`config.mk`:
```
export PLATFORM = sky130hd
export DESIGN_NAME = dpll_loop_dco
export DESIGN_NICKNAME = d
export VERILOG_FILES = /design/src/rtl/dpll_loop_dco.sv
export SDC_FILE = /design/constraint.sdc
export NUM_CORES = 1
export LEC_CHECK = 0
export ABC_CLOCK_PERIOD_IN_PS = 2000
export CAP_MARGIN = 20
export CORE_MARGIN = 10
export CORE_UTILIZATION = 35
export DETAILED_ROUTE_END_ITERATION = 7
export PLACE_DENSITY = 0.6
export SYNTH_ARGS = -nofsm -noshare
export SYNTH_HDL_FRONTEND = slang
export SYNTH_SLANG_ARGS = --single-unit
export TNS_END_PERCENT = 5
```
`constraint.sdc`:
```
create_clock -name sysClock -period 2 [get_ports sysClock]
set_input_delay 0.2 -clock sysClock [delete_from_list [all_inputs] [get_ports sysClock]]
set_output_delay 0.2 -clock sysClock [all_outputs]
set_load 0.02 [all_outputs]
```
`src/rtl/dpll_loop_dco.sv`:
```
// -----------------------------------------------------------------------------
// dpll_loop_dco
//
// Loop-filter and DCO half of an all-digital PLL. The XOR phase-detector
// error is synchronised into the sysClock domain and drives a random-walk
// K-counter. Sustained error makes the K-counter overflow (carry) or
// underflow (borrow). Each one-cycle pulse nudges the phase accumulator
// increment up or down by STEP. The accumulator MSB is the oscillator
// output. A windowed lock detector compares carries and borrows over
// 2^LOCK_WIDTH enabled cycles.
//
// Ports:
//   sysClock     in   system clock, all state on the rising edge
//   resetN       in   asynchronous active-low reset (deassertion is
//                     assumed to be synchronised upstream)
//   enable       in   loop enable; low freezes the K-counter and
//                     clears the lock detector
//   phaseError   in   XOR phase-detector output, asynchronous to sysClock
//   oscOutput    out  DCO output (phase accumulator MSB)
//   carryPulse   out  one-cycle pulse after a K-counter up-overflow
//   borrowPulse  out  one-cycle pulse after a K-counter down-underflow
//   locked       out  lock indicator, updated only at window ends
// -----------------------------------------------------------------------------
module dpll_loop_dco #(
    parameter int K_WIDTH     = 4,
    parameter int ACC_WIDTH   = 8,
    parameter int NOMINAL_INC = 16,
    parameter int STEP        = 4,
    parameter int LOCK_WIDTH  = 6,
    parameter int LOCK_TOL    = 1
) (
    input  logic sysClock,
    input  logic resetN,
    input  logic enable,
    input  logic phaseError,
    output logic oscOutput,
    output logic carryPulse,
    output logic borrowPulse,
    output logic locked
);

    // Net pulse counter is signed and one bit wider than the window counter.
    // A window can never hold more pulses than it has cycles, so it cannot
    // overflow.
    localparam int NW = LOCK_WIDTH + 1;

    localparam logic [K_WIDTH-1:0]    K_MID    = {1'b1, {(K_WIDTH-1){1'b0}}};
    localparam logic [K_WIDTH-1:0]    K_MAX    = {K_WIDTH{1'b1}};
    localparam logic [K_WIDTH-1:0]    K_ZERO   = {K_WIDTH{1'b0}};
    localparam logic [K_WIDTH-1:0]    K_ONE    = K_WIDTH'(1);
    localparam logic [ACC_WIDTH-1:0]  NOM_V    = ACC_WIDTH'(NOMINAL_INC);
    localparam logic [ACC_WIDTH-1:0]  STEP_V   = ACC_WIDTH'(STEP);
    localparam logic [ACC_WIDTH-1:0]  ACC_ZERO = {ACC_WIDTH{1'b0}};
    localparam logic [LOCK_WIDTH-1:0] WIN_LAST = {LOCK_WIDTH{1'b1}};
    localparam logic [LOCK_WIDTH-1:0] WIN_ONE  = LOCK_WIDTH'(1);
    localparam logic [LOCK_WIDTH-1:0] WIN_ZERO = {LOCK_WIDTH{1'b0}};
    localparam logic signed [NW-1:0]  NET_ONE  = NW'(1);
    localparam logic signed [NW-1:0]  NET_ZERO = {NW{1'b0}};
    localparam logic [NW-1:0]         TOL_V    = NW'(LOCK_TOL);

    // -------------------------------------------------------------------------
    // Two-flop synchroniser for the asynchronous phase error.
    // -------------------------------------------------------------------------
    logic sync1_q;
    logic sync2_q;   // errSync

    always_ff @(posedge sysClock or negedge resetN) begin
        if (!resetN) begin
            sync1_q <= 1'b0;
            sync2_q <= 1'b0;
        end else begin
            sync1_q <= phaseError;
            sync2_q <= sync1_q;
        end
    end

    // -------------------------------------------------------------------------
    // K-counter (random-walk filter) with registered carry/borrow pulses.
    // Up and down are mutually exclusive each cycle, so the two pulses can
    // never be high together.
    // -------------------------------------------------------------------------
    logic [K_WIDTH-1:0] k_q;
    logic [K_WIDTH-1:0] k_d;
    logic               carry_q;
    logic               carry_d;
    logic               borrow_q;
    logic               borrow_d;

    always_comb begin
        k_d      = k_q;
        carry_d  = 1'b0;
        borrow_d = 1'b0;
        if (enable) begin
            if (sync2_q) begin
                // Modulo wrap from K_MAX to 0 is the natural adder overflow.
                k_d     = k_q + K_ONE;
                carry_d = (k_q == K_MAX);
            end else begin
                k_d      = k_q - K_ONE;
                borrow_d = (k_q == K_ZERO);
            end
        end
    end

    always_ff @(posedge sysClock or negedge resetN) begin
        if (!resetN) begin
            k_q      <= K_MID;
            carry_q  <= 1'b0;
            borrow_q <= 1'b0;
        end else begin
            k_q      <= k_d;
            carry_q  <= carry_d;
            borrow_q <= borrow_d;
        end
    end

    // -------------------------------------------------------------------------
    // Phase accumulator (DCO). Runs regardless of enable. A pulse shapes
    // the increment in the same cycle it is visible on the output port.
    // -------------------------------------------------------------------------
    logic [ACC_WIDTH-1:0] acc_q;
    logic [ACC_WIDTH-1:0] acc_d;

    always_comb begin
        acc_d = acc_q + NOM_V
                + (carry_q  ? STEP_V : ACC_ZERO)
                - (borrow_q ? STEP_V : ACC_ZERO);
    end

    always_ff @(posedge sysClock or negedge resetN) begin
        if (!resetN) begin
            acc_q <= ACC_ZERO;
        end else begin
            acc_q <= acc_d;
        end
    end

    // -------------------------------------------------------------------------
    // Lock detector. The pulse visible in the window's last cycle is folded
    // into the decision (net_step), not carried into the next window.
    // -------------------------------------------------------------------------
    logic [LOCK_WIDTH-1:0] win_q;
    logic [LOCK_WIDTH-1:0] win_d;
    logic signed [NW-1:0]  net_q;
    logic signed [NW-1:0]  net_d;
    logic signed [NW-1:0]  net_step;
    logic [NW-1:0]         net_abs;
    logic                  locked_q;
    logic                  locked_d;

    always_comb begin
        net_step = net_q;
        if (carry_q) begin
            net_step = net_q + NET_ONE;
        end else if (borrow_q) begin
            net_step = net_q - NET_ONE;
        end
    end

    always_comb begin
        net_abs = net_step[NW-1] ? $unsigned(NET_ZERO - net_step) : $unsigned(net_step);
    end

    always_comb begin
        win_d    = win_q;
        net_d    = net_q;
        locked_d = locked_q;
        if (!enable) begin
            win_d    = WIN_ZERO;
            net_d    = NET_ZERO;
            locked_d = 1'b0;
        end else if (win_q == WIN_LAST) begin
            win_d    = WIN_ZERO;
            net_d    = NET_ZERO;
            locked_d = (net_abs <= TOL_V);
        end else begin
            win_d = win_q + WIN_ONE;
            net_d = net_step;
        end
    end

    always_ff @(posedge sysClock or negedge resetN) begin
        if (!resetN) begin
            win_q    <= WIN_ZERO;
            net_q    <= NET_ZERO;
            locked_q <= 1'b0;
        end else begin
            win_q    <= win_d;
            net_q    <= net_d;
            locked_q <= locked_d;
        end
    end

    // -------------------------------------------------------------------------
    // Outputs: all straight from flops.
    // -------------------------------------------------------------------------
    assign oscOutput   = acc_q[ACC_WIDTH-1];
    assign carryPulse  = carry_q;
    assign borrowPulse = borrow_q;
    assign locked      = locked_q;

endmodule
```
==> impl_metrics.prom, run 1 <==
# TYPE chip_impl_metric gauge
chip_impl_metric{name="clock_sinks",unit=""} 28
chip_impl_metric{name="share_clk_of_total_power",unit=""} 0.201
chip_impl_info{name="outcome",value="complete, but fails checks"} 1
chip_impl_metric{name="timing.clock.skew",unit="ns"} 0.00207
chip_impl_metric{name="grt_overflow_total",unit=""} 0
chip_impl_metric{name="share_of_final_layout_standard_cells_stronger_than_drive_strength_1",unit=""} 0.256
chip_impl_metric{name="detail_route.wirelength.met1",unit="um"} 1310
chip_impl_metric{name="placed_cells",unit=""} 215
chip_impl_metric{name="yosys_warnings",unit=""} 0
chip_impl_metric{name="first_global_vias",unit=""} 1121
chip_impl_metric{name="tritoncts.num_buffers",unit=""} 3
chip_impl_metric{name="synth_nets",unit=""} 165
chip_impl_metric{name="row_count",unit=""} 24
chip_impl_metric{name="power-per-cell-area",unit="nW/um2"} 1110
chip_impl_metric{name="tightest_slew",unit="ns"} 0.352
chip_impl_metric{name="nets",unit=""} 192
chip_impl_metric{name="grt_usage",unit=""} 0.0810
chip_impl_metric{name="floorplan.io_pins",unit=""} 8
chip_impl_metric{name="number_of_iterations_in_the_first_detailed_routing_pass",unit=""} 4
chip_impl_metric{name="worst_ir_drop_vdd",unit="uV"} 560
chip_impl_metric{name="p_switching",unit="mW"} 0.721
chip_impl_metric{name="final.hold.worst_slack",unit="ns"} 0.303
chip_impl_metric{name="met2WireLength",unit="um"} 1510
chip_impl_metric{name="route.antenna.remaining_nets",unit=""} 0
chip_impl_metric{name="synth_seq_area_share",unit=""} 0.451
chip_impl_metric{name="grt_first_pass_wirelength",unit="um"} 5060
chip_impl_metric{name="detail_route.wl_per_cell",unit="um"} 12.9
chip_impl_info{name="clockRootBuffer",value="clkbuf_8"} 1
chip_impl_metric{name="dp_hpwl",unit="um"} 2150
chip_impl_metric{name="share_comb_of_total_power",unit=""} 0.415
chip_impl_metric{name="critical_path_arrival",unit="ns"} 2.24
chip_impl_info{name="worstSetupStartpointType",value="flop"} 1
chip_impl_metric{name="post-route-period-util",unit=""} 1.02
chip_impl_metric{name="final-max-slew-violation-count",unit=""} 0
chip_impl_info{name="violations_in_the_final_reports",value="setup timing"} 1
chip_impl_metric{name="layout.cell_area.non_filler",unit="um2"} 1960
chip_impl_metric{name="power.share.switching",unit=""} 0.331
chip_impl_metric{name="grt_start_max_net_pins",unit=""} 29
chip_impl_info{name="tritoncts",value="built"} 1
chip_impl_metric{name="finalWirelength",unit="um"} 2890
chip_impl_metric{name="min_period",unit="ns"} 2.05
chip_impl_metric{name="post_synth_inst_count",unit=""} 146
chip_impl_metric{name="start_util",unit=""} 0.360
chip_impl_metric{name="final.setup.worst_slack",unit="ns"} -0.0458
chip_impl_metric{name="worst_rel_slew_slack",unit=""} 0.765
chip_impl_metric{name="post-route-drc-count",unit=""} 0
chip_impl_info{name="worst-setup-path-type",value="flop to flop"} 1
chip_impl_metric{name="dieArea",unit="um2"} 7510
chip_impl_metric{name="timing.critical_path.required",unit="ns"} 2.20
chip_impl_metric{name="numPortBuffers",unit=""} 7
chip_impl_metric{name="sequential_share_of_power",unit=""} 0.384
chip_impl_metric{name="area_delta_synth_final",unit="%"} 26.1
chip_impl_metric{name="max-cap-violations",unit=""} 0
chip_impl_metric{name="gpl.final_weighted_congestion",unit=""} 0.759
chip_impl_metric{name="floorplan.core_area",unit="um2"} 4320
chip_impl_metric{name="placed_cell_area",unit="um2"} 1780
chip_impl_metric{name="post_synth_num_cell_types",unit=""} 37
chip_impl_metric{name="dr_wl_met3",unit="um"} 52
chip_impl_metric{name="endpoints_failing_setup",unit=""} 1
chip_impl_metric{name="cts.htree.levels",unit=""} 1
chip_impl_metric{name="clk_path_buf_depth",unit=""} 2
chip_impl_info{name="top_signal_layer_used",value="met4"} 1
chip_impl_metric{name="dr_total_vias",unit=""} 1065
chip_impl_metric{name="synth_area",unit="um2"} 1560
chip_impl_metric{name="cts.reportedPaths.clkPinSlew",unit="ns"} 0.09
chip_impl_metric{name="power",unit="mW"} 2.18
chip_impl_metric{name="power.leakage",unit="nW"} 0.892
chip_impl_metric{name="cell_internal_pwr",unit="mW"} 1.46
chip_impl_metric{name="floorplan.die.height",unit="um"} 86.7
chip_impl_info{name="rsz0062_at_grt",value="yes"} 1
chip_impl_metric{name="num_antenna_cells",unit=""} 0
chip_impl_metric{name="drt-vias-per-instance",unit=""} 4.75
chip_impl_metric{name="initial_antenna_violation_count",unit=""} 0
chip_impl_metric{name="finish.cell_count_without_fillers",unit=""} 224
chip_impl_info{name="crit_path_end_kind",value="flop"} 1
chip_impl_metric{name="post_synth.cell_area_avg",unit="um2"} 10.7
chip_impl_metric{name="critical_path.max_fanout",unit=""} 3
chip_impl_metric{name="die_w",unit="um"} 86.7
chip_impl_metric{name="clk_latency",unit="ns"} 0.27
chip_impl_metric{name="finalHoldViolCount",unit=""} 0
chip_impl_metric{name="synth-seq-cells",unit=""} 28
chip_impl_metric{name="drt_first_iter_violations",unit=""} 30
chip_impl_info{name="min-delay-path-class",value="input pin to asynchronous set/reset pin"} 1
chip_impl_metric{name="fmax",unit="MHz"} 489
power by group through the flow:
stage	registers [mW]	clock network [mW]	logic, mW
finish	0.836	0.437	0.904
global route	0.858	0.480	1.04
CTS	0.837	0.456	0.887
detailed placement	0.844	0	0.875
global placement	0.837	0	0.829
floorplan	0.831	0	0.655
cell usage in the layout (no fill, tap or decap), types with 3 or more instances in the layout:
cell              n
dfrtp_1          25
nor2_1           20
buf_4            15
inv_1            11
xnor2_1          11
ha_1             10
clkdlybuf4s50_1   7
nand2_1           6
xor2_1            4
a21o_1            3
nand3_1           3
and2_1            3
o21ai_0           3
xnor2_2           3
clkbuf_8          3
worst paths after layout:
path,slack [ns],endpoint,start,cells after the start
hold / removal,0.30,acc_q[7],resetN,2
max in group asynchronous,1.40,k_q[3],resetN,2
setup / recovery,-0.05,locked,net_q[1],8
setup reg to reg,-0.05,locked,net_q[1],8
hold reg to reg,0.36,sync2_q,sync1_q,0
min in group sysClock,0.36,sync1_q,phaseError,1
state kept, by name (all words and copies together), names as in the netlist:
name,flops
acc_q,6
win_q,6
sync1_q,1
sync2_q,1
k_q,4
net_q,7
borrowPulse,1
carryPulse,1
locked,1
stage by stage:
| step | setup WS (ns) | TNS (ns) | utilization |
|---|---|---|---|
| after floorplan | 0.00361 | 0 | - |
| after global placement | -0.0253 | -0.0253 | 0.412 |
| after detailed placement | -0.00620 | -0.00860 | 0.412 |
| after CTS | -0.0418 | -0.0658 | 0.432 |
| after global routing | -0.130 | -0.202 | 0.454 |
| final | -0.0458 | -0.0458 | 0.454 |
cells in the mapped netlist (all sizes together):
library cell / n / share of area
a211oi: 1 / 0.0048
a21o: 3 / 0.014
a21oi: 3 / 0.012
a31o: 1 / 0.0056
a41oi: 2 / 0.016
and2: 3 / 0.012
and3: 2 / 0.0080
and4: 1 / 0.0064
buf: 1 / 0.0072
clkbuf: 2 / 0.0048
dfrtp: 27 / 0.43
dfstp: 1 / 0.017
fa: 3 / 0.039
ha: 12 / 0.097
inv: 13 / 0.031
mux2: 1 / 0.0072
mux2i: 2 / 0.013
nand2: 7 / 0.017
nand3: 3 / 0.0097
nand3b: 1 / 0.0048
nand4: 2 / 0.0080
nor2: 20 / 0.048
nor2b: 2 / 0.0080
nor3: 2 / 0.0064
o2111ai: 1 / 0.0056
o21a: 1 / 0.0048
o21ai: 5 / 0.016
o311ai: 1 / 0.0056
o41ai: 1 / 0.010
or3: 1 / 0.0072
or4: 1 / 0.0048
or4b: 1 / 0.0064
xnor2: 14 / 0.079
xor2: 5 / 0.028
per-layer routing:
layer	track usage	vias to the layer above
li1	-	537
met1	0.0997	521
met2	0.141	5
met3	0.0169	2
met4	0.0177	0
met5	0	-
area by class of cell:
type,instances,area (um2)
clock buffers,3,41.3
repair buffers,25,210
well taps,52,65.1
flip-flops and latches,28,704
inverters,13,51.3
clock inverters,1,30.0
fillers,427,2360
multi-input cells,102,860
kinds of logic (layout without fill, tap and decap cells):
group / Yosys count / count (layout) / synth area share
buf+inv: 16 / 42 / 0.0434
xor+xnor: 19 / 19 / 0.107
simple gates: 46 / 46 / 0.147
mux: 3 / 3 / 0.0201
flops: 28 / 28 / 0.451
compound gates: 19 / 19 / 0.0957
fa+ha+maj: 15 / 15 / 0.135
what timing repair did:
item                                    CTS  global route
pin swaps                                 0             7
endpoints found under the setup margin    2             3
hold buffers                              0             0
cloned                                    0             0
gates resized for setup                   2            12
setup buffers                             1             4
critical path, cell delays in order (launching register included):
cell,delay [ns]
dfrtp_1,0.41
buf_6,0.13
ha_2,0.16
nand4_1,0.14
nor2_1,0.08
a31o_2,0.24
xnor2_2,0.15
or4_1,0.52
o21ai_1,0.16
Note: power is estimated with default switching activity, not from simulation.
==> run 2, diff against run 1 <==
Settings changed: CTS_CLUSTER_SIZE from default to 40, RECOVER_POWER from default to 25.
==> impl_metrics.prom, run 2 (synthesis gave the netlist of run 1 again) <==
# TYPE chip_impl_metric gauge
chip_impl_info{name="outcome",value="complete, but fails checks"} 1
chip_impl_info{name="violations_in_the_final_reports",value="setup timing"} 1
chip_impl_metric{name="power",unit="mW"} 2.18
chip_impl_metric{name="tightest_slew",unit="ns"} 1.48
chip_impl_metric{name="floorplan.core_area",unit="um2"} 4320
chip_impl_metric{name="area_delta_synth_final",unit="%"} 25.9
chip_impl_metric{name="numPortBuffers",unit=""} 7
chip_impl_info{name="min-delay-path-class",value="flop to flop"} 1
chip_impl_metric{name="initial_antenna_violation_count",unit=""} 0
chip_impl_metric{name="share_of_final_layout_standard_cells_stronger_than_drive_strength_1",unit=""} 0.250
chip_impl_metric{name="floorplan.io_pins",unit=""} 8
chip_impl_metric{name="final.setup.worst_slack",unit="ns"} -0.0458
chip_impl_metric{name="worst_rel_slew_slack",unit=""} 0.0146
chip_impl_metric{name="power.leakage",unit="nW"} 0.888
chip_impl_metric{name="nets",unit=""} 192
chip_impl_metric{name="route.antenna.remaining_nets",unit=""} 0
chip_impl_metric{name="dr_total_vias",unit=""} 1065
chip_impl_metric{name="first_global_vias",unit=""} 1121
chip_impl_info{name="worst-setup-path-type",value="flop to flop"} 1
chip_impl_metric{name="power-per-cell-area",unit="nW/um2"} 1110
chip_impl_metric{name="final-max-slew-violation-count",unit=""} 0
chip_impl_metric{name="worst_ir_drop_vdd",unit="uV"} 560
chip_impl_info{name="worstSetupStartpointType",value="flop"} 1
chip_impl_metric{name="n_fill_cell",unit=""} 429
chip_impl_metric{name="drt-vias-per-instance",unit=""} 4.75
chip_impl_metric{name="finalWirelength",unit="um"} 2890
chip_impl_metric{name="dieArea",unit="um2"} 7510
chip_impl_metric{name="row_count",unit=""} 24
chip_impl_metric{name="dp_hpwl",unit="um"} 2150
chip_impl_info{name="clockRootBuffer",value="clkbuf_8"} 1
chip_impl_metric{name="critical-path-max-stage-delay",unit="ns"} 0.52
chip_impl_info{name="largest_registers",value="net_q (7), acc_q (6), win_q (6)"} 1
chip_impl_metric{name="start_util",unit=""} 0.360
chip_impl_metric{name="die_w",unit="um"} 86.7
chip_impl_metric{name="grt_overflow_total",unit=""} 0
chip_impl_metric{name="floorplan.die.height",unit="um"} 86.7
chip_impl_metric{name="cts.htree.levels",unit=""} 1
chip_impl_metric{name="drt_first_iter_violations",unit=""} 29
chip_impl_metric{name="gpl.final_weighted_congestion",unit=""} 0.759
chip_impl_info{name="crit_path_end_kind",value="flop"} 1
chip_impl_info{name="reg_with_most_ffs",value="net_q"} 1
chip_impl_metric{name="critical_path.max_fanout",unit=""} 3
chip_impl_info{name="final_cell_mix",value="dfrtp_1, nor2_1, buf_4"} 1
chip_impl_metric{name="utilization",unit=""} 0.453
chip_impl_metric{name="timing.critical_path.required",unit="ns"} 2.20
chip_impl_info{name="crit_slowest_cell",value="or4_1"} 1
chip_impl_metric{name="number_of_iterations_in_the_first_detailed_routing_pass",unit=""} 4
chip_impl_metric{name="critical_path_buf_inv_count",unit=""} 1
chip_impl_metric{name="hold_buffers",unit=""} 0
chip_impl_info{name="tritoncts",value="built"} 1
chip_impl_metric{name="tritoncts.num_buffers",unit=""} 3
chip_impl_metric{name="largest_register_ffs",unit=""} 7
chip_impl_metric{name="grt_usage",unit=""} 0.0810
chip_impl_info{name="rsz0062_at_grt",value="yes"} 1
chip_impl_metric{name="fmax",unit="MHz"} 489
chip_impl_metric{name="critical_path_arrival",unit="ns"} 2.24
chip_impl_metric{name="endpoints_failing_setup",unit=""} 1
chip_impl_metric{name="num_antenna_cells",unit=""} 0
chip_impl_info{name="crit_chain",value="buf_6, ha_2, nand4_1, nor2_1, a31o_2, xnor2_2, or4_1, o21ai_1"} 1
chip_impl_metric{name="grt_start_max_net_pins",unit=""} 29
chip_impl_info{name="worst_path_dominant_cell_family",value="simple AND/OR/NAND/NOR gates"} 1
chip_impl_metric{name="clk_path_buf_depth",unit=""} 2
chip_impl_metric{name="clk_latency",unit="ns"} 0.27
chip_impl_metric{name="post-route-drc-count",unit=""} 0
chip_impl_metric{name="finalHoldViolCount",unit=""} 0
chip_impl_metric{name="grt_first_pass_wirelength",unit="um"} 5060
chip_impl_metric{name="cts.reportedPaths.clkPinSlew",unit="ns"} 0.09
chip_impl_metric{name="post-route-period-util",unit=""} 1.02
chip_impl_metric{name="min_period",unit="ns"} 2.05
chip_impl_metric{name="max-cap-violations",unit=""} 0
chip_impl_metric{name="detail_route.wl_per_cell",unit="um"} 12.9
chip_impl_metric{name="clock_sinks",unit=""} 28
chip_impl_info{name="layout.cells.most_common",value="dfrtp_1"} 1
chip_impl_metric{name="timing.clock.skew",unit="ns"} 0.00207
==> run 2: cell types whose count changed in the layout (fill, tap and decap cells not counted) <==
| cell | before | now |
|---|---|---|
| dlygate4sd3_1 | 0 | 1 |
| buf_4 | 15 | 14 |
| clkdlybuf4s50_1 | 7 | 6 |
| clkbuf_1 | 0 | 1 |
==> run 2: area by class of cell <==
| type | count | area [um2] | share of cell area |
|---|---|---|---|
| Multi-Input combinational cell | 102 | 860 | 0.439 |
| Clock buffer | 3 | 41.3 | 0.0211 |
| Inverter | 13 | 51.3 | 0.0262 |
| Sequential cell | 28 | 704 | 0.360 |
| Timing Repair Buffer | 25 | 206 | 0.105 |
| Clock inverter | 1 | 30.0 | 0.0153 |
| Tap cell | 52 | 65.1 | 0.0332 |
==> run 2: path summary, 6_finish.rpt <==
check | cells past startpoint | startpoint | endpoint | slack [ns]
worst min register to register | 0 | sync1_q | sync2_q | 0.36
worst min-delay path | 0 | sync1_q | sync2_q | 0.36
min in group asynchronous | 2 | resetN | acc_q[7] | 0.74
worst max register to register | 8 | net_q[1] | locked | -0.05
max in group asynchronous | 2 | resetN | carryPulse | 0.30
worst max-delay path | 8 | net_q[1] | locked | -0.05
==> run 2: through the flow <==
stage	TNS, ns	cells	hold WS, ns	setup slack, ns	cell area (um2)
floorplan	0	146	-0.0956	0.00361	1570
global placement	-0.0253	215	0.332	-0.0253	1780
detailed placement	-0.00860	215	0.339	-0.00620	1780
CTS	-0.0658	220	0.313	-0.0418	1870
global route	-0.356	224	0.380	-0.130	1960
finish	-0.0458	224	0.360	-0.0458	1960
==> run 2: timing repair <==
item | CTS | global route
pin swaps | 0 | 7
buffers inserted | 1 | 4
cloned | 0 | 0
resized for setup | 2 | 12
setup endpoints to repair | 2 | 3
==> run 2: power breakdown <==
group	leakage (nW)	switching, mW	internal [mW]
sequential	0.355	0.122	0.714
clock	0.0357	0.169	0.268
combinational	0.497	0.430	0.472
total	0.888	0.721	1.45
==> run 2: routing by layer <==
| layer | wire length, um | track usage | share of wire | up-vias |
|---|---|---|---|---|
| met5 | 0 | 0 | 0 | - |
| met4 | 17 | 0.0177 | 0.0059 | 0 |
| met3 | 52 | 0.0169 | 0.018 | 2 |
| met2 | 1510 | 0.141 | 0.52 | 5 |
| met1 | 1310 | 0.0997 | 0.45 | 521 |
| li1 | - | - | - | 537 |
==> run 2: worst register-to-register path: cells and delay by family, from the launching register on <==
kind | cells | cell delay (ns)
AOI/OAI and AO/OA | 2 | 0.40
adders and majority gates | 1 | 0.16
and+or+nand+nor | 3 | 0.74
DFF | 1 | 0.41
buffers and inverters | 1 | 0.13
xor gates and xnor gates | 1 | 0.15
